--- src/rtl/sha_state_bank_if.sv ---
// Versat data/control bus between a master and the SHA state bank.
// Signals: valid/addr/wstrb/wdata (request), ready/rdata (single-cycle response).
interface sha_state_bank_if #(
  parameter int unsigned DATA_W = 32,
  parameter int unsigned A_W    = 4
);
  logic                  valid;
  logic [A_W-1:0]        addr;
  logic [DATA_W/8-1:0]   wstrb;
  logic [DATA_W-1:0]     wdata;
  logic                  ready;
  logic [DATA_W-1:0]     rdata;

  modport master (output valid, addr, wstrb, wdata, input ready, rdata);
  modport slave  (input valid, addr, wstrb, wdata, output ready, rdata);
endinterface

--- src/rtl/sha_state_bank.sv ---
// Bank of N_CH SHA state words. After a per-channel delay following run, each
// enabled channel loads or accumulates its datapath input; all state and config
// is memory-mapped on the Versat bus.
// Ports: clk, rst (async active-low), run (start pulse), done (all channels idle),
//        in/delay (per-channel packed inputs), out/currentValue (state words),
//        bus (slave side: valid/addr/wstrb/wdata -> ready/rdata).
module sha_state_bank #(
  parameter int unsigned DATA_W  = 32,
  parameter int unsigned N_CH    = 8,
  parameter int unsigned DELAY_W = 32,
  parameter int unsigned A_W     = $clog2(N_CH) + 1
) (
  input  logic                    clk,
  input  logic                    rst,
  input  logic                    run,
  output logic                    done,
  input  logic [N_CH*DATA_W-1:0]  in,
  input  logic [N_CH*DELAY_W-1:0] delay,
  output logic [N_CH*DATA_W-1:0]  out,
  output logic [N_CH*DATA_W-1:0]  currentValue,
  sha_state_bank_if.slave         bus
);

  localparam int unsigned NB = DATA_W / 8;

  typedef enum logic {ST_IDLE, ST_WAIT} ch_state_e;

  ch_state_e          st_q   [N_CH];
  ch_state_e          st_d   [N_CH];
  logic [DELAY_W-1:0] cnt_q  [N_CH];
  logic [DELAY_W-1:0] cnt_d  [N_CH];
  logic [DATA_W-1:0]  word_q [N_CH];
  logic [DATA_W-1:0]  word_d [N_CH];

  logic [N_CH-1:0]    mode_q, mode_d;
  logic [N_CH-1:0]    en_q, en_d;
  logic [N_CH-1:0]    busy_c;
  logic [N_CH-1:0]    cap_c;
  logic               done_q, done_d;
  logic               ready_q;
  logic [DATA_W-1:0]  rdata_q, rdata_d;

  logic               is_ctrl_c;
  logic               wr_c;
  logic [31:0]        low_c;

  // Byte-strobed merge of write data into an existing word.
  function automatic logic [DATA_W-1:0] merge_bytes(
    input logic [DATA_W-1:0] old_v,
    input logic [DATA_W-1:0] new_v,
    input logic [NB-1:0]     strb
  );
    logic [DATA_W-1:0] r;
    r = old_v;
    for (int b = 0; b < int'(NB); b++) begin
      if (strb[b]) r[b*8 +: 8] = new_v[b*8 +: 8];
    end
    return r;
  endfunction

  // Address decode: top bit selects control space, remaining bits the index.
  always_comb begin
    is_ctrl_c = bus.addr[A_W-1];
    low_c     = 32'(bus.addr) & ~(32'd1 << (A_W - 1));
    wr_c      = bus.valid && (bus.wstrb != '0);
  end

  // Per-channel delay FSMs, capture and state-word bus writes.
  always_comb begin
    for (int k = 0; k < N_CH; k++) begin
      st_d[k]   = st_q[k];
      cnt_d[k]  = cnt_q[k];
      word_d[k] = word_q[k];
      cap_c[k]  = 1'b0;
      busy_c[k] = (st_q[k] == ST_WAIT);

      case (st_q[k])
        ST_IDLE: begin
          if (run && en_q[k]) begin
            st_d[k]  = ST_WAIT;
            cnt_d[k] = delay[k*DELAY_W +: DELAY_W];
          end
        end
        ST_WAIT: begin
          // A new run restarts the countdown and suppresses this cycle's capture.
          if (run && en_q[k]) begin
            cnt_d[k] = delay[k*DELAY_W +: DELAY_W];
          end else if (cnt_q[k] == '0) begin
            cap_c[k] = 1'b1;
            st_d[k]  = ST_IDLE;
          end else begin
            cnt_d[k] = cnt_q[k] - DELAY_W'(1);
          end
        end
        default: st_d[k] = ST_IDLE;
      endcase

      // Capture beats a simultaneous bus write to the same word.
      if (cap_c[k]) begin
        word_d[k] = mode_q[k] ? (word_q[k] + in[k*DATA_W +: DATA_W])
                              : in[k*DATA_W +: DATA_W];
      end else if (wr_c && !is_ctrl_c && (low_c == 32'(k))) begin
        word_d[k] = merge_bytes(word_q[k], bus.wdata, bus.wstrb);
      end
    end

    done_d = 1'b1;
    for (int k = 0; k < N_CH; k++) begin
      if (st_d[k] != ST_IDLE) done_d = 1'b0;
    end
  end

  // Bus read mux and MODE/ENABLE writes.
  always_comb begin
    mode_d  = mode_q;
    en_d    = en_q;
    rdata_d = '0;

    if (bus.valid) begin
      if (!is_ctrl_c) begin
        for (int k = 0; k < N_CH; k++) begin
          if (low_c == 32'(k)) rdata_d = word_q[k];
        end
      end else begin
        case (low_c)
          32'd0:   rdata_d = DATA_W'(mode_q);
          32'd1:   rdata_d = DATA_W'(en_q);
          32'd2:   rdata_d = DATA_W'(busy_c);
          default: rdata_d = '0;
        endcase
      end
    end

    if (wr_c && is_ctrl_c) begin
      if (low_c == 32'd0) mode_d = N_CH'(merge_bytes(DATA_W'(mode_q), bus.wdata, bus.wstrb));
      if (low_c == 32'd1) en_d   = N_CH'(merge_bytes(DATA_W'(en_q), bus.wdata, bus.wstrb));
    end
  end

  // State registers.
  always_ff @(posedge clk or negedge rst) begin
    if (!rst) begin
      for (int k = 0; k < N_CH; k++) begin
        st_q[k]   <= ST_IDLE;
        cnt_q[k]  <= '0;
        word_q[k] <= '0;
      end
      mode_q  <= '0;
      en_q    <= '1;
      done_q  <= 1'b1;
      ready_q <= 1'b0;
      rdata_q <= '0;
    end else begin
      for (int k = 0; k < N_CH; k++) begin
        st_q[k]   <= st_d[k];
        cnt_q[k]  <= cnt_d[k];
        word_q[k] <= word_d[k];
      end
      mode_q  <= mode_d;
      en_q    <= en_d;
      done_q  <= done_d;
      ready_q <= bus.valid;
      rdata_q <= rdata_d;
    end
  end

  // Outputs are driven straight from flops.
  for (genvar g = 0; g < N_CH; g++) begin : g_out
    assign out[g*DATA_W +: DATA_W]          = word_q[g];
    assign currentValue[g*DATA_W +: DATA_W] = word_q[g];
  end

  assign done      = done_q;
  assign bus.ready = ready_q;
  assign bus.rdata = rdata_q;

endmodule

--- src/flat_wrapper.sv ---
// flat-port wrapper written by rule: the top's interface ports become plain ports
module sha_state_bank_flat 
#(
  parameter int unsigned DATA_W  = 32,
  parameter int unsigned N_CH    = 8,
  parameter int unsigned DELAY_W = 32,
  parameter int unsigned A_W     = $clog2(N_CH) + 1
)
  (clk, rst, run, done, in, delay, out, currentValue, bus_valid, bus_addr, bus_wstrb, bus_wdata, bus_ready, bus_rdata);
  sha_state_bank_if #(.DATA_W(DATA_W), .A_W(A_W)) bus_i ();
  input  logic clk;
  input  logic rst;
  input  logic run;
  output logic done;
  input  logic [N_CH*DATA_W-1:0] in;
  input  logic [N_CH*DELAY_W-1:0] delay;
  output logic [N_CH*DATA_W-1:0] out;
  output logic [N_CH*DATA_W-1:0] currentValue;
  input wire logic [$bits(bus_i.valid)-1:0] bus_valid;
  input wire logic [$bits(bus_i.addr)-1:0] bus_addr;
  input wire logic [$bits(bus_i.wstrb)-1:0] bus_wstrb;
  input wire logic [$bits(bus_i.wdata)-1:0] bus_wdata;
  output wire logic [$bits(bus_i.ready)-1:0] bus_ready;
  output wire logic [$bits(bus_i.rdata)-1:0] bus_rdata;
  assign bus_i.valid = bus_valid;
  assign bus_i.addr = bus_addr;
  assign bus_i.wstrb = bus_wstrb;
  assign bus_i.wdata = bus_wdata;
  assign bus_ready = bus_i.ready;
  assign bus_rdata = bus_i.rdata;
  sha_state_bank #(.DATA_W(DATA_W), .N_CH(N_CH), .DELAY_W(DELAY_W), .A_W(A_W)) u_core (.clk(clk), .rst(rst), .run(run), .done(done), .in(in), .delay(delay), .out(out), .currentValue(currentValue), .bus(bus_i));
endmodule
--- config.mk ---
export PLATFORM = sky130hd
export DESIGN_NAME = sha_state_bank_flat
export DESIGN_NICKNAME = d
export VERILOG_FILES = /design/src/rtl/sha_state_bank_if.sv /design/src/rtl/sha_state_bank.sv /design/src/flat_wrapper.sv
export SDC_FILE = /design/constraint.sdc
export NUM_CORES = 2
export LEC_CHECK = 0
export ABC_CLOCK_PERIOD_IN_PS = 5820
export BUFFER_PORTS_ARGS = -buffer_cell sky130_fd_sc_hd__buf_2
export CAP_MARGIN = 20
export CORE_AREA = 3 3 426 428
export DETAILED_ROUTE_END_ITERATION = 10
export DIE_AREA = 0 0 429 431
export HOLD_SLACK_MARGIN = 0.06
export PLACE_DENSITY_LB_ADDON = 0.05
export SLEW_MARGIN = 30
export SYNTH_ARGS = -nofsm -noshare
export SYNTH_HDL_FRONTEND = slang
export SYNTH_SLANG_ARGS = --single-unit
--- constraint.sdc ---
create_clock -name clk -period 5.82 [get_ports clk]
set_clock_uncertainty 0.15 [all_clocks]
set_input_delay 1.164 -clock clk [delete_from_list [all_inputs] [get_ports clk]]
set_output_delay 1.164 -clock clk [all_outputs]
set_load 0.05 [all_outputs]
==> impl_metrics.py <==
metrics = {
    "clock_network": {
        "path_clk_slew_ns": 0.06,
        "hold_buffers": 0,
        "h-tree-depth": 3,
        "cts_tree": "done",
        "cts_setup_buffers": 0,
        "numCtsBuffers": 83,
        "clockBufferDepth": 3,
        "insertion_delay_ns": 0.70,
        "cts_root_buffer": "clkbuf_16",
        "cts.sinks": 570,
        "ctsResizeCount": 0,
    },
    "timing": {
        "tightest_slew_ns": 0.995,
        "period_share_pct": 76.5,
        "setup_tns_ns": 0,
        "finalHoldViolCount": 0,
        "fmax_mhz": 225,
        "rsz0062_at_grt": "no",
        "period_needed_ns": 4.45,
        "hold_ws_ns": 0.203,
        "drv_slew": 0,
        "relSlewSlack_pct": 33.7,
        "setup_viol": 0,
    },
    "detailed_routing": {
        "viasPerCell": 5.39,
        "wl_per_cell_um": 30.8,
        "wl_um": 274000,
        "drt-initial-drc-count": 4016,
        "postRouteAntennaNets": 0,
        "first_pass_iters": 5,
        "drcViolationCount": 0,
        "vias": 48000,
    },
    "finish": {
        "final_common_cell": "buf_2",
        "stdcell_area_mm2": 0.0563,
        "area_growth_pct": 19.9,
        "nFillCells": 19200,
        "final_nets": 7282,
        "layout_common_cells": "1098 x buf_2, 591 x a21oi_1, 558 x dfrtp_1",
        "multi_input_area_mm2": 0.0293,
        "post-route-util_pct": 31.6,
        "regArea_mm2": 0.0143,
        "drive_gt1_share_pct": 22.7,
    },
    "logic_synthesis": {
        "async_flop_share_pct": 100,
        "synth_area_mm2": 0.0470,
        "ys_seq_area_share_pct": 30.4,
        "synth_seq_cells": 570,
        "ys.flop_type": "dfrtp_1",
        "syn_inst": 5710,
        "synth_area_per_cell_um2": 8.22,
        "syn-num-nets": 6538,
        "yosysWarnings": 0,
        "synth-edff-count": 0,
        "ys_types": 97,
    },
    "critical_path": {
        "crit_type": "flop to flop",
        "required_ns": 6.21,
        "start_kind": "flop",
        "cp.arrival_ns": 4.84,
        "cp_cell_sequence": "or4_1, or4_1, nor3_1, nand3b_1, nor2_1, nand2_1, nor2_1, a21oi_1",
        "cp_slowest_cell": "nor2_1",
        "critPathMaxFanout": 17,
        "end_kind": "flop",
        "crit_path_max_incr_delay_ns": 0.71,
        "reg2reg_setup_slack_ns": 1.37,
    },
    "place": {
        "place_hpwl_um": 216000,
        "placed_area_mm2": 0.0533,
        "gp_congestion": 0.915,
        "port_buffers": 1101,
    },
    "run": {
        "cap_viol_max_count": 0,
    },
    "floorplan": {
        "dieArea_mm2": 0.185,
        "core_mm2": 0.178,
        "rows": 155,
        "start_util_pct": 26.4,
        "io_pins": 1102,
        "die_y_um": 431,
        "die_x_um": 429,
    },
    "global_route": {
        "grt_max_degree": 91,
        "grt_pass1_vias": 46200,
        "overflow": 0,
        "antenna_found_initial": 97,
        "grtUsageTotal_pct": 28.4,
        "grt_first_pass_wirelength_um": 372000,
    },
    "power": {
        "powerDensity_mw_per_mm2": 417,
        "vdd.ir_drop.worst_v": 0.000226,
        "cellLeakagePower_nw": 26.0,
    },
    "outcome": {
        "status": "finished clean",
    },
    "min_path": {
        "min_path_type": "input pin to asynchronous set/reset pin",
    },
}
worst paths after layout:
path	start	to	cells past startpoint
worst max register to register	u_core.cnt_q[235]	u_core.currentValue[16]	8
worst min register to register	u_core.cnt_q[189]	u_core.cnt_q[189]	2
max in group asynchronous	rst	u_core.currentValue[38]	3
min in group clk	u_core.cnt_q[189]	u_core.cnt_q[189]	2
worst max-delay path	u_core.cnt_q[235]	u_core.currentValue[16]	8
worst min-delay path	rst	u_core.cnt_q[60]	1
sequential cells by signal, indices dropped and copies added, names as in the netlist:
name,count
u_core.busy_c,8
u_core.cnt_q,256
u_core.mode_q,8
u_core.done,1
u_core.bus.ready,1
u_core.en_q,8
u_core.currentValue,256
u_core.bus.rdata,32
cell families (layout without fill, tap and decap cells):
family | after synthesis | after routing | synth area share, %
compound gates | 1858 | 1858 | 24.2
other cells | 0 | 40 | 0
mux | 265 | 265 | 6.78
flops | 570 | 570 | 30.4
simple gates | 1771 | 1771 | 18.2
fa+ha+maj | 272 | 272 | 7.37
xor+xnor | 303 | 303 | 5.65
buf+inv | 671 | 1480 | 7.48
synth_stat cells (40+ instances only):
cell	instances	share of area, %
nand2_1	534	4.3
nand2b_1	50	0.67
dfrtp_1	561	30
a21o_1	125	2.0
xnor2_1	215	4.0
o21ai_0	478	5.1
a31oi_1	64	0.85
o22ai_1	73	0.97
nor2b_1	119	1.6
buf_4	258	4.1
inv_1	121	0.97
mux4_2	40	1.9
nand3_1	157	1.7
nor4_1	61	0.81
xor2_1	88	1.6
or3_1	50	0.67
nor2_1	434	3.5
clkbuf_1	255	2.0
mux2i_1	202	4.3
nor3_1	144	1.5
a21oi_1	592	6.3
a211oi_1	151	2.4
ha_1	264	7.0
o31ai_1	45	0.72
a22oi_1	45	0.72
worst max-delay path: cells and delay by family, from the launching register on:
family | cells | cell delay (ns)
simple gates | 7 | 3.59
flops | 1 | 0.41
compound gates | 1 | 0.14
layout make-up:
cell class	instances	share of cell area [%]
Clock buffer	122	4.42
Clock inverter	28	0.660
Timing Repair Buffer	1201	11.3
Sequential cell	570	25.4
Antenna cell	40	0.178
Tap cell	2355	5.23
Multi-Input combinational cell	4469	52.0
Inverter	129	0.860
where the power goes:
part / internal (mW) / switching [mW]
combinational: 3.52 / 7.15
clock: 3.34 / 2.18
sequential: 5.14 / 2.17
total: 12.0 / 11.5
per-layer routing:
| metal | vias up | global-route usage (%) | share of wire (%) |
|---|---|---|---|
| li1 | 22300 | - | - |
| met3 | 433 | 4.25 | 5.4 |
| met2 | 1737 | 50.2 | 50 |
| met1 | 23600 | 34.3 | 40 |
| met5 | - | 0 | 0.039 |
| met4 | 16 | 11.8 | 4.7 |
stage by stage:
stage / cells / power [mW] / setup slack, ns
2_1_floorplan: 5710 / 14.5 / 1.67
3_3_place_gp: 8723 / 18.0 / 0.957
3_5_place_dp: 8723 / 18.0 / 0.913
4_1_cts: 8873 / 23.7 / 1.48
5_1_grt: 8892 / 24.8 / 1.14
6_report: 8914 / 23.5 / 1.37
Note: power is estimated with default switching activity, not from simulation.
